## config.mk

```make
export PLATFORM = sky130hd
export DESIGN_NAME = svc_rv_mmio_uart_tx
export DESIGN_NICKNAME = d
export VERILOG_FILES = /design/src/rtl/svc_rv_mmio_uart_pkg.sv /design/src/rtl/svc_sync_fifo.sv /design/src/rtl/svc_rv_mmio_uart_tx.sv
export SDC_FILE = /design/constraint.sdc
export NUM_CORES = 1
export LEC_CHECK = 0
export BUFFER_PORTS_ARGS = -buffer_cell sky130_fd_sc_hd__buf_2
export CAP_MARGIN = 20
export CORE_MARGIN = 1.5
export CORE_UTILIZATION = 40
export CTS_CLUSTER_SIZE = 25
export DETAILED_ROUTE_END_ITERATION = 12
export PLACE_DENSITY = 0.63
export REMOVE_ABC_BUFFERS = 1
export SLEW_MARGIN = 5
export SYNTH_ARGS = -nofsm -noshare
export SYNTH_HDL_FRONTEND = slang
export SYNTH_SLANG_ARGS = --single-unit
```

## constraint.sdc

```tcl
create_clock -name clk -period 3.6 [get_ports clk]
set_input_delay 0.72 -clock clk [delete_from_list [all_inputs] [get_ports clk]]
set_output_delay 0.72 -clock clk [all_outputs]
set_load 0.02 [all_outputs]
```

## src/rtl/svc_rv_mmio_uart_pkg.sv

```systemverilog
`default_nettype none
// ============================================================================
// Module   : svc_rv_mmio_uart_pkg
// Purpose  : Register offsets, STATUS bit indices and serializer states for
//            the MMIO UART transmitter.
// Revision : 1.0 - initial release
// ============================================================================
package svc_rv_mmio_uart_pkg;

    localparam logic [31:0] c_OFF_TXDATA = 32'h0;
    localparam logic [31:0] c_OFF_STATUS = 32'h4;
    localparam logic [31:0] c_OFF_CLKDIV = 32'h8;

    localparam int c_STAT_FULL    = 0;
    localparam int c_STAT_EMPTY   = 1;
    localparam int c_STAT_BUSY    = 2;
    localparam int c_STAT_OVF     = 3;
    localparam int c_STAT_CNT_LSB = 4;

    typedef enum logic [1:0] {
        ST_IDLE  = 2'd0,
        ST_START = 2'd1,
        ST_DATA  = 2'd2,
        ST_STOP  = 2'd3
    } tx_state_t;

endpackage
`default_nettype wire

```

## src/rtl/svc_sync_fifo.sv

```systemverilog
`default_nettype none
// ============================================================================
// Module   : svc_sync_fifo
// Purpose  : Single-clock FIFO; pushes while full are dropped, pops while
//            empty are ignored.
// Revision : 1.0 - initial release
// ============================================================================
module svc_sync_fifo #(
    parameter int DW    = 8,
    parameter int DEPTH = 8
) (
    input  logic                       clk,
    input  logic                       rst,
    input  logic                       i_push,
    input  logic [DW-1:0]              i_wdata,
    input  logic                       i_pop,
    output logic [DW-1:0]              o_rdata,
    output logic                       o_full,
    output logic                       o_empty,
    output logic [$clog2(DEPTH):0]     o_count
);

    localparam int c_PW = $clog2(DEPTH);

    logic [DW-1:0]  r_mem [DEPTH];
    logic [c_PW-1:0] r_wptr;
    logic [c_PW-1:0] r_rptr;
    logic [c_PW:0]   r_count;
    logic            w_do_push;
    logic            w_do_pop;

    assign o_full    = (r_count == (c_PW+1)'(DEPTH));
    assign o_empty   = (r_count == '0);
    assign o_count   = r_count;
    assign o_rdata   = r_mem[r_rptr];
    // A full FIFO refuses the push even when a pop frees a slot this cycle.
    assign w_do_push = i_push && !o_full;
    assign w_do_pop  = i_pop && !o_empty;

    always_ff @(posedge clk) begin
        if (w_do_push) begin
            r_mem[r_wptr] <= i_wdata;
        end
    end

    always_ff @(posedge clk) begin
        if (rst) begin
            r_wptr  <= '0;
            r_rptr  <= '0;
            r_count <= '0;
        end else begin
            if (w_do_push) begin
                r_wptr <= r_wptr + c_PW'(1);
            end
            if (w_do_pop) begin
                r_rptr <= r_rptr + c_PW'(1);
            end
            case ({w_do_push, w_do_pop})
                2'b10:   r_count <= r_count + (c_PW+1)'(1);
                2'b01:   r_count <= r_count - (c_PW+1)'(1);
                default: r_count <= r_count;
            endcase
        end
    end

endmodule
`default_nettype wire

```

## src/rtl/svc_rv_mmio_uart_tx.sv

```systemverilog
`default_nettype none
// ============================================================================
// Module   : svc_rv_mmio_uart_tx
// Purpose  : MMIO-mapped 8N1 UART transmitter with TX FIFO and programmable
//            bit period.
// Revision : 1.0 - initial release
// ============================================================================
module svc_rv_mmio_uart_tx
    import svc_rv_mmio_uart_pkg::*;
#(
    parameter int FIFO_DEPTH = 8,
    parameter int CLKDIV_RST = 868,
    parameter int AW         = 10
) (
    input  logic        clk,
    input  logic        rst,
    input  logic [31:0] io_raddr,
    output logic [31:0] io_rdata,
    input  logic        io_wen,
    input  logic [31:0] io_waddr,
    input  logic [31:0] io_wdata,
    input  logic [3:0]  io_wstrb,
    output logic        utx
);

    localparam int          c_CW         = $clog2(FIFO_DEPTH) + 1;
    localparam logic [15:0] c_CLKDIV_RST = (CLKDIV_RST == 0) ? 16'd1 : 16'(CLKDIV_RST);

    logic [AW-1:0]  w_roff;
    logic [AW-1:0]  w_woff;
    logic           w_wr_tx;
    logic           w_wr_stat;
    logic           w_wr_div;
    logic           w_push;
    logic           w_pop;
    logic           w_ovf_set;
    logic           w_ovf_clr;
    logic [7:0]     w_fifo_rdata;
    logic           w_fifo_full;
    logic           w_fifo_empty;
    logic [c_CW-1:0] w_fifo_count;
    logic [31:0]    w_cnt32;
    logic [3:0]     w_cnt_sat;
    logic [15:0]    w_clkdiv_new;
    logic [31:0]    w_status;
    logic [31:0]    w_rdata_nxt;
    logic           w_busy;
    logic           w_bit_done;
    logic           w_unused;

    logic [15:0]    r_clkdiv;
    logic           r_ovf;
    logic [31:0]    r_rdata;

    tx_state_t      r_state;
    tx_state_t      w_state_nxt;
    logic [7:0]     r_shift;
    logic [7:0]     w_shift_nxt;
    logic [15:0]    r_period;
    logic [15:0]    w_period_nxt;
    logic [15:0]    r_tick;
    logic [15:0]    w_tick_nxt;
    logic [2:0]     r_bitidx;
    logic [2:0]     w_bitidx_nxt;
    logic           r_utx;
    logic           w_utx_nxt;

    assign w_unused = ^{io_raddr[31:AW], io_raddr[1:0], io_waddr[31:AW], io_waddr[1:0],
                        io_wdata[31:16], io_wstrb[3:2]};

    // Word-aligned offsets; upper address bits alias onto the same map.
    assign w_roff    = {io_raddr[AW-1:2], 2'b00};
    assign w_woff    = {io_waddr[AW-1:2], 2'b00};
    assign w_wr_tx   = io_wen && (w_woff == c_OFF_TXDATA[AW-1:0]);
    assign w_wr_stat = io_wen && (w_woff == c_OFF_STATUS[AW-1:0]);
    assign w_wr_div  = io_wen && (w_woff == c_OFF_CLKDIV[AW-1:0]);

    assign w_push    = w_wr_tx && io_wstrb[0];
    assign w_ovf_set = w_push && w_fifo_full;
    assign w_ovf_clr = w_wr_stat && io_wstrb[0] && io_wdata[c_STAT_OVF];

    svc_sync_fifo #(
        .DW    (8),
        .DEPTH (FIFO_DEPTH)
    ) u_fifo (
        .clk     (clk),
        .rst     (rst),
        .i_push  (w_push),
        .i_wdata (io_wdata[7:0]),
        .i_pop   (w_pop),
        .o_rdata (w_fifo_rdata),
        .o_full  (w_fifo_full),
        .o_empty (w_fifo_empty),
        .o_count (w_fifo_count)
    );

    assign w_clkdiv_new = {io_wstrb[1] ? io_wdata[15:8] : r_clkdiv[15:8],
                           io_wstrb[0] ? io_wdata[7:0]  : r_clkdiv[7:0]};

    always_ff @(posedge clk) begin
        if (rst) begin
            r_clkdiv <= c_CLKDIV_RST;
            r_ovf    <= 1'b0;
        end else begin
            if (w_wr_div) begin
                r_clkdiv <= (w_clkdiv_new == 16'd0) ? 16'd1 : w_clkdiv_new;
            end
            r_ovf <= w_ovf_set | (r_ovf & ~w_ovf_clr);
        end
    end

    assign w_busy    = (r_state != ST_IDLE);
    assign w_cnt32   = 32'(w_fifo_count);
    assign w_cnt_sat = (w_cnt32 > 32'd15) ? 4'hF : w_cnt32[3:0];

    always_comb begin
        w_status                          = '0;
        w_status[c_STAT_FULL]             = w_fifo_full;
        w_status[c_STAT_EMPTY]            = w_fifo_empty;
        w_status[c_STAT_BUSY]             = w_busy;
        w_status[c_STAT_OVF]              = r_ovf;
        w_status[c_STAT_CNT_LSB +: 4]     = w_cnt_sat;
    end

    always_comb begin
        w_rdata_nxt = '0;
        if (w_roff == c_OFF_STATUS[AW-1:0]) begin
            w_rdata_nxt = w_status;
        end else if (w_roff == c_OFF_CLKDIV[AW-1:0]) begin
            w_rdata_nxt = {16'd0, r_clkdiv};
        end
    end

    always_ff @(posedge clk) begin
        if (rst) begin
            r_rdata <= '0;
        end else begin
            r_rdata <= w_rdata_nxt;
        end
    end

    assign io_rdata = r_rdata;

    // r_tick counts the remaining cycles of the current bit, down to zero.
    assign w_bit_done = (r_tick == 16'd0);

    always_comb begin
        w_state_nxt  = r_state;
        w_shift_nxt  = r_shift;
        w_period_nxt = r_period;
        w_tick_nxt   = r_tick;
        w_bitidx_nxt = r_bitidx;
        w_pop        = 1'b0;
        case (r_state)
            ST_IDLE: begin
                if (!w_fifo_empty) begin
                    w_pop        = 1'b1;
                    w_shift_nxt  = w_fifo_rdata;
                    w_period_nxt = r_clkdiv;
                    w_tick_nxt   = r_clkdiv - 16'd1;
                    w_state_nxt  = ST_START;
                end
            end
            ST_START: begin
                if (w_bit_done) begin
                    w_tick_nxt   = r_period - 16'd1;
                    w_bitidx_nxt = 3'd0;
                    w_state_nxt  = ST_DATA;
                end else begin
                    w_tick_nxt = r_tick - 16'd1;
                end
            end
            ST_DATA: begin
                if (w_bit_done) begin
                    w_tick_nxt = r_period - 16'd1;
                    if (r_bitidx == 3'd7) begin
                        w_state_nxt = ST_STOP;
                    end else begin
                        w_shift_nxt  = {1'b0, r_shift[7:1]};
                        w_bitidx_nxt = r_bitidx + 3'd1;
                    end
                end else begin
                    w_tick_nxt = r_tick - 16'd1;
                end
            end
            ST_STOP: begin
                if (w_bit_done) begin
                    w_state_nxt = ST_IDLE;
                end else begin
                    w_tick_nxt = r_tick - 16'd1;
                end
            end
            default: begin
                w_state_nxt = ST_IDLE;
            end
        endcase
    end

    // Line level is registered from the next state so utx tracks r_state exactly.
    always_comb begin
        w_utx_nxt = 1'b1;
        case (w_state_nxt)
            ST_START: w_utx_nxt = 1'b0;
            ST_DATA:  w_utx_nxt = w_shift_nxt[0];
            default:  w_utx_nxt = 1'b1;
        endcase
    end

    always_ff @(posedge clk) begin
        if (rst) begin
            r_state  <= ST_IDLE;
            r_shift  <= '0;
            r_period <= 16'd1;
            r_tick   <= '0;
            r_bitidx <= '0;
            r_utx    <= 1'b1;
        end else begin
            r_state  <= w_state_nxt;
            r_shift  <= w_shift_nxt;
            r_period <= w_period_nxt;
            r_tick   <= w_tick_nxt;
            r_bitidx <= w_bitidx_nxt;
            r_utx    <= w_utx_nxt;
        end
    end

    assign utx = r_utx;

endmodule
`default_nettype wire

```

# After elaboration in Yosys (flattened, before gate mapping)
# Memories as Yosys holds them, arrays and structs flattened. A register that Yosys moved wholly into a read port is not among the register bits.
# Index checks and enable logic that the tools add are counted.
[classes]
n_addsub = 8
magnitude_cmp = 1
n_eq_ne = 18
n_mux = 32
n_bitwise = 5
n_reduce_logical = 27
[op_table]
columns = ["operator", "n"]
rows = [
  ["$mux 16", 4],
  ["$mux 8", 7],
  ["$pmux 16 s3", 1],
  ["$sub 16x1->16 const B", 3],
  ["$logic_not 16->1", 2],
  ["$eq 8x1->1 const B", 2],
  ["$eq 8x2->1 const B", 2],
  ["$pmux 8 s2", 1],
  ["$mux 3", 5],
  ["$logic_not 10->1", 1],
  ["$mux 2", 5],
  ["$ne 2x2->1 const B", 5],
  ["$add 3x1->3 const B", 3],
  ["$logic_and 1x1->1", 9],
  ["$eq 2x2->1 const B", 4],
  ["$pmux 2 s4", 1],
  ["$pmux 4 s2", 1],
  ["$reduce_and 4->1", 2],
  ["$reduce_bool 2->1", 4],
  ["$eq 2x1->1 const B", 3],
  ["$pmux 3 s2", 1],
  ["$add 4x1->4 const B", 1],
  ["$eq 4x4->1 const B", 1],
  ["$gt 4x4->1 const B", 1],
  ["14 further kinds", 22],
]
[word_totals]
ff_bits = 105
ramBits = 64
in_bits = 103
output_inout_bits = 33
elab_cells = 107
n_memories = 1
[mem_list]
columns = ["name", "depth", "width", "rd", "rd_clocked_by_memory_dff", "write_ports", "line", "text"]
rows = [
  ["u_fifo.r_mem", 8, 8, 1, 1, 1, "svc_sync_fifo.sv:25", "logic [DW-1:0] r_mem [DEPTH];"],
]

# Depth between registers and ports, before layout
[logic_depth]
ltp_word = 7
mapped_depth = 14
ltp_nobuf = 11

# Hierarchy
# From an unflattened synthesis, not the netlist that was laid out.
[hier_totals]
hier_cells = 733
hier_area_um2 = 7664.9
[by_module_without_submodules]
columns = ["mod", "instances", "cells_each", "area_each_um2"]
rows = [
  ["svc_rv_mmio_uart_tx", 1, 566, 4513.1],
  ["svc_sync_fifo", 1, 167, 3151.8],
]

# Worst setup path after synthesis
# Ideal clock, no wire load.
[synth_timing]
path_kind = "input to register"
from = "input port io_waddr[6]"
to = "register u_fifo.r_count[2], in the netlist u_fifo.o_count[2]"
arrival_ns = 3.500
required_ns = 3.530
setup_slack_ns = 0.030
stages = 10
path_buffers = 0
cell_sequence = "or4b_2 nor4_1 nand2_1 ha_1 xor2_1 ha_1 a21oi_1 xor2_1 or3_1 a21oi_1"
[synth_between]
elab_chain_cells = 6
word_cells_on_any_way = 8
cone_classes = "eq/ne (2); mux (1); reduce/logical (5)"
[synth_lines]
columns = ["element", "line", "text"]
rows = [
  ["start: declaration", "svc_rv_mmio_uart_tx.sv:20", "input logic [31:0] io_waddr,"],
  ["$logic_not 10->1 (*)", "svc_rv_mmio_uart_tx.sv:74", "assign w_wr_tx = io_wen && (w_woff == c_OFF_TXDATA[AW-1:0]);"],
  ["$logic_and 1x1->1 (*)", "svc_rv_mmio_uart_tx.sv:74", ""],
  ["$logic_and 1x1->1 (*)", "svc_rv_mmio_uart_tx.sv:78", "assign w_push = w_wr_tx && io_wstrb[0];"],
  ["$logic_and 1x1->1 (*)", "svc_sync_fifo.sv:37", "assign w_do_push = i_push && !o_full;"],
  ["$eq 2x1->1 or $eq 2x2->1 (tied branches)", "svc_sync_fifo.sv:58", "case ({w_do_push, w_do_pop})"],
  ["$pmux 4 s2 or $reduce_bool 2->1 (tied branches)", "n/a", ""],
  ["end signal: assignment", "svc_sync_fifo.sv:59", "2'b10: r_count <= r_count + (c_PW+1)'(1);"],
  ["end signal: assignment", "svc_sync_fifo.sv:60", "2'b01: r_count <= r_count - (c_PW+1)'(1);"],
  ["end signal: assignment", "svc_sync_fifo.sv:61", "default: r_count <= r_count;"],
  ["end: declaration", "svc_sync_fifo.sv:28", "logic [c_PW:0] r_count;"],
]
# Mark *: on every way between the ends. The rest lies on a longest branch, timed or not.
# A chain may end at the register's enable or synchronous reset.

# Worst setup path after layout
# Same ends and word-level chain as after synthesis.

==> flow_metrics.py <==
metrics = {
    "finish": {
        "areaGrowthSynthToFinish_pct": 13.80,
        "fin_util": 0.4637,
        "final_area_mm2": 0.008645,
        "n_antenna_cell": 0,
        "fin_cells": 1052,
        "drive_gt1_frac": 0.1760,
        "nets": 923,
        "fill_cells": 1762,
    },
    "critical_path": {
        "slowest_stage": "or4b_2",
        "crit_arrival_ns": 3.38,
        "cp_cell_sequence": "buf_2 -> or4b_2 -> nor4_1 -> nand2_1 -> ha_1 -> xor2_1 -> ha_1 -> a21oi_1 -> xor2_1 -> or3_1 -> a21oi_1",
        "worst-path-max-fanout": 4,
        "critPathCaptureType": "flip-flop",
        "critPathKind": "in -> reg",
        "crit_required_ns": 3.96,
        "cp_top_family": "simple AND/OR/NAND/NOR gates",
        "max_stage_delay_ns": 0.70,
        "critPathBufInv": 1,
        "cp-startpoint": "io_waddr[6]",
        "cp-start-kind": "input pin",
        "r2r-start": "r_tick[3]",
    },
    "place": {
        "gp_congestion": 0.8473,
        "place_inst": 1020,
        "placedInstanceArea_mm2": 0.008105,
        "dp_hpwl_um": 12300,
        "port_buffers": 53,
    },
    "clock_network": {
        "hold_buffers": 0,
        "clk_pin_slew_ns": 0.07,
        "cts_max_level": 4,
        "cts_tree": "done",
        "cts_buffers": 17,
        "cts_max_path_buffers": 2,
        "cts_resized": 0,
        "cts.sink_count": 156,
        "post_cts.repair.setup_buffers": 0,
        "clk-insertion-delay-late_ns": 0.42,
        "clockRootBuffer": "clkbuf_16",
    },
    "grt": {
        "grt_max_degree": 42,
        "gr-total-overflow": 0,
        "grtUsageTotal": 0.1854,
        "grt_pass1_vias": 5478,
        "grt_pass1_wl_um": 28800,
        "antenna_found_initial": 0,
    },
    "synthesis": {
        "synth_area_per_cell_um2": 10.09,
        "synth_edf_count": 64,
        "yosysWarningCount": 0,
        "yosysUniqueCellTypes": 69,
        "async_flop_share": 0,
        "ys_ff_latch": 156,
        "synth_cells": 753,
        "synth_top_cells_by_area": "edfxtp_1, dfxtp_1, mux4_2, a21oi_1, nand2_1",
        "synth_area_mm2": 0.007596,
        "yosysMostFrequentCell": "dfxtp_1",
        "synth_common_cells": "dfxtp_1, nand2_1, edfxtp_1",
        "yosysTopAreaCell": "edfxtp_1",
        "ys_seq_area_frac": 0.4955,
        "ys.flop_type": "dfxtp_1",
        "yosysTopAreaCellShare": 0.2530,
    },
    "power": {
        "leakage_uw": 0.003137,
        "peakVddDrop_mv": 0.3968,
        "power_density_mw_per_mm2": 696.8,
    },
    "sta": {
        "setup_viol": 0,
        "drv_slew": 0,
        "fmax_mhz": 330.7,
        "period_minus_slack_ns": 3.024,
        "final.setup_skew_ns": 0.009825,
        "max_slew.worst_pin.slew_ns": 0.7817,
        "fin_crit_sh": 0.8399,
        "hold_viol": 0,
        "rsz0062_at_grt": "no",
        "slew_headroom": 0.4789,
        "setup_tns_ns": 0,
    },
    "route": {
        "wl_per_cell_um": 17.01,
        "drc": 0,
        "drt-initial-drc-count": 370,
        "via_per_inst": 5.527,
        "wirelength_um": 17890,
        "firstDrtPassIters": 5,
        "vias": 5814,
        "antenna_left": 0,
    },
    "run_status": {
        "status": "completed",
    },
    "min_path": {
        "min_from": "r_bitidx[1]",
        "worst_hold_path_type": "reg -> reg",
    },
    "job": {
        "cap_violations": 0,
    },
    "floorplanning": {
        "dieArea_mm2": 0.01983,
        "start_util": 0.4074,
        "die_w_um": 140.8,
        "io_pins": 136,
        "rows": 50,
        "coreArea_mm2": 0.01864,
        "fp.dieH_um": 140.8,
    },
}
==> area by class of cell <==
type / instances / area, um2 / area share
Clock inverter: 14 / 110.1 / 0.01274
Inverter: 16 / 60.06 / 0.006947
Multi-Input combinational cell: 534 / 3521 / 0.4073
Sequential cell: 156 / 3764 / 0.4354
Timing Repair Buffer: 80 / 467.9 / 0.05413
Clock buffer: 18 / 429.2 / 0.04965
Tap cell: 234 / 292.8 / 0.03387
==> state kept, by name (all words and copies together), names as in the netlist, named ones only <==
| signal | count |
|---|---|
| utx | 1 |
| io_rdata | 16 |
| u_fifo.r_wptr | 3 |
| r_bitidx | 3 |
| u_fifo.r_mem | 64 |
| u_fifo.o_count | 4 |
| r_tick | 16 |
| r_clkdiv | 16 |
| u_fifo.r_rptr | 3 |
| r_state | 2 |
| r_ovf | 1 |
| r_period | 16 |
| r_shift | 8 |
==> per-layer routing <==
layer | vias up | wire length [um] | global-route usage
li1 | 2852 | - | -
met3 | 21 | 721 | 0.03770
met4 | 0 | 226 | 0.05208
met5 | - | 0 | 0
met2 | 129 | 8222 | 0.2888
met1 | 2812 | 8719 | 0.2625
==> cells in the final DEF (no fill, tap or decap), drive strengths merged, types with 6 or more instances in the layout <==
cell and n:
mux2i 10, a31oi 16, xnor2 19, mux4 16, or4 10, dfxtp 92, nor2 59, a211oi 10
or3 6, o21ai 17, nand2 80, o31ai 6, clkbuf 18, xor2 23, nor3 22, inv 21
edfxtp 64, nor4 16, a21oi 61, clkinv 6, a22o 8, ha 15, and2 15, buf 80
conb 16, nand3 31
==> power breakdown <==
part           switching [uW]  internal (uW)  total [uW]
Clock                     747            894        1640
Sequential                111           1940        2050
Combinational            1470            863        2330
Total                    2320           3700        6020
==> worst paths after layout <==
check | endpoint | slack [ns] | cells past startpoint
hold / removal | r_bitidx[1] | 0.48 | 2
setup / recovery | u_fifo.o_count[2] | 0.58 | 11
hold reg to reg | r_bitidx[1] | 0.48 | 2
setup reg to reg | r_tick[3] | 0.68 | 6
==> through the flow <==
| step | hold slack (ns) | setup slack (ns) | total power, uW |
|---|---|---|---|
| 2_1_floorplan | 0.4378 | 0.03348 | 3729 |
| 3_3_place_gp | 0.4575 | 0.1810 | 4367 |
| 3_5_place_dp | 0.4662 | 0.1674 | 4381 |
| 4_1_cts | 0.4760 | 0.5957 | 6024 |
| 5_1_grt | 0.4966 | 0.4037 | 6345 |
| 6_report | 0.4750 | 0.5763 | 6024 |
==> cell families after synthesis <==
kind of cell	after synthesis	synth area share
buffers and inverters	78	0.04843
adders and majority gates	15	0.02471
and+or+nand+nor	278	0.1851
muxes	29	0.06506
AOI/OAI and AO/OA	154	0.1323
other	1	0.0004937
xor gates and xnor gates	42	0.04843
DFF	156	0.4955
==> worst min-delay path, delay by kind of cell, from the launching register on <==
kind / cells / cell delay, ns
DFF: 1 / 0.32
and+or+nand+nor: 1 / 0.06
AOI/OAI and AO/OA: 1 / 0.05
Note: power is estimated with default switching activity, not from simulation.
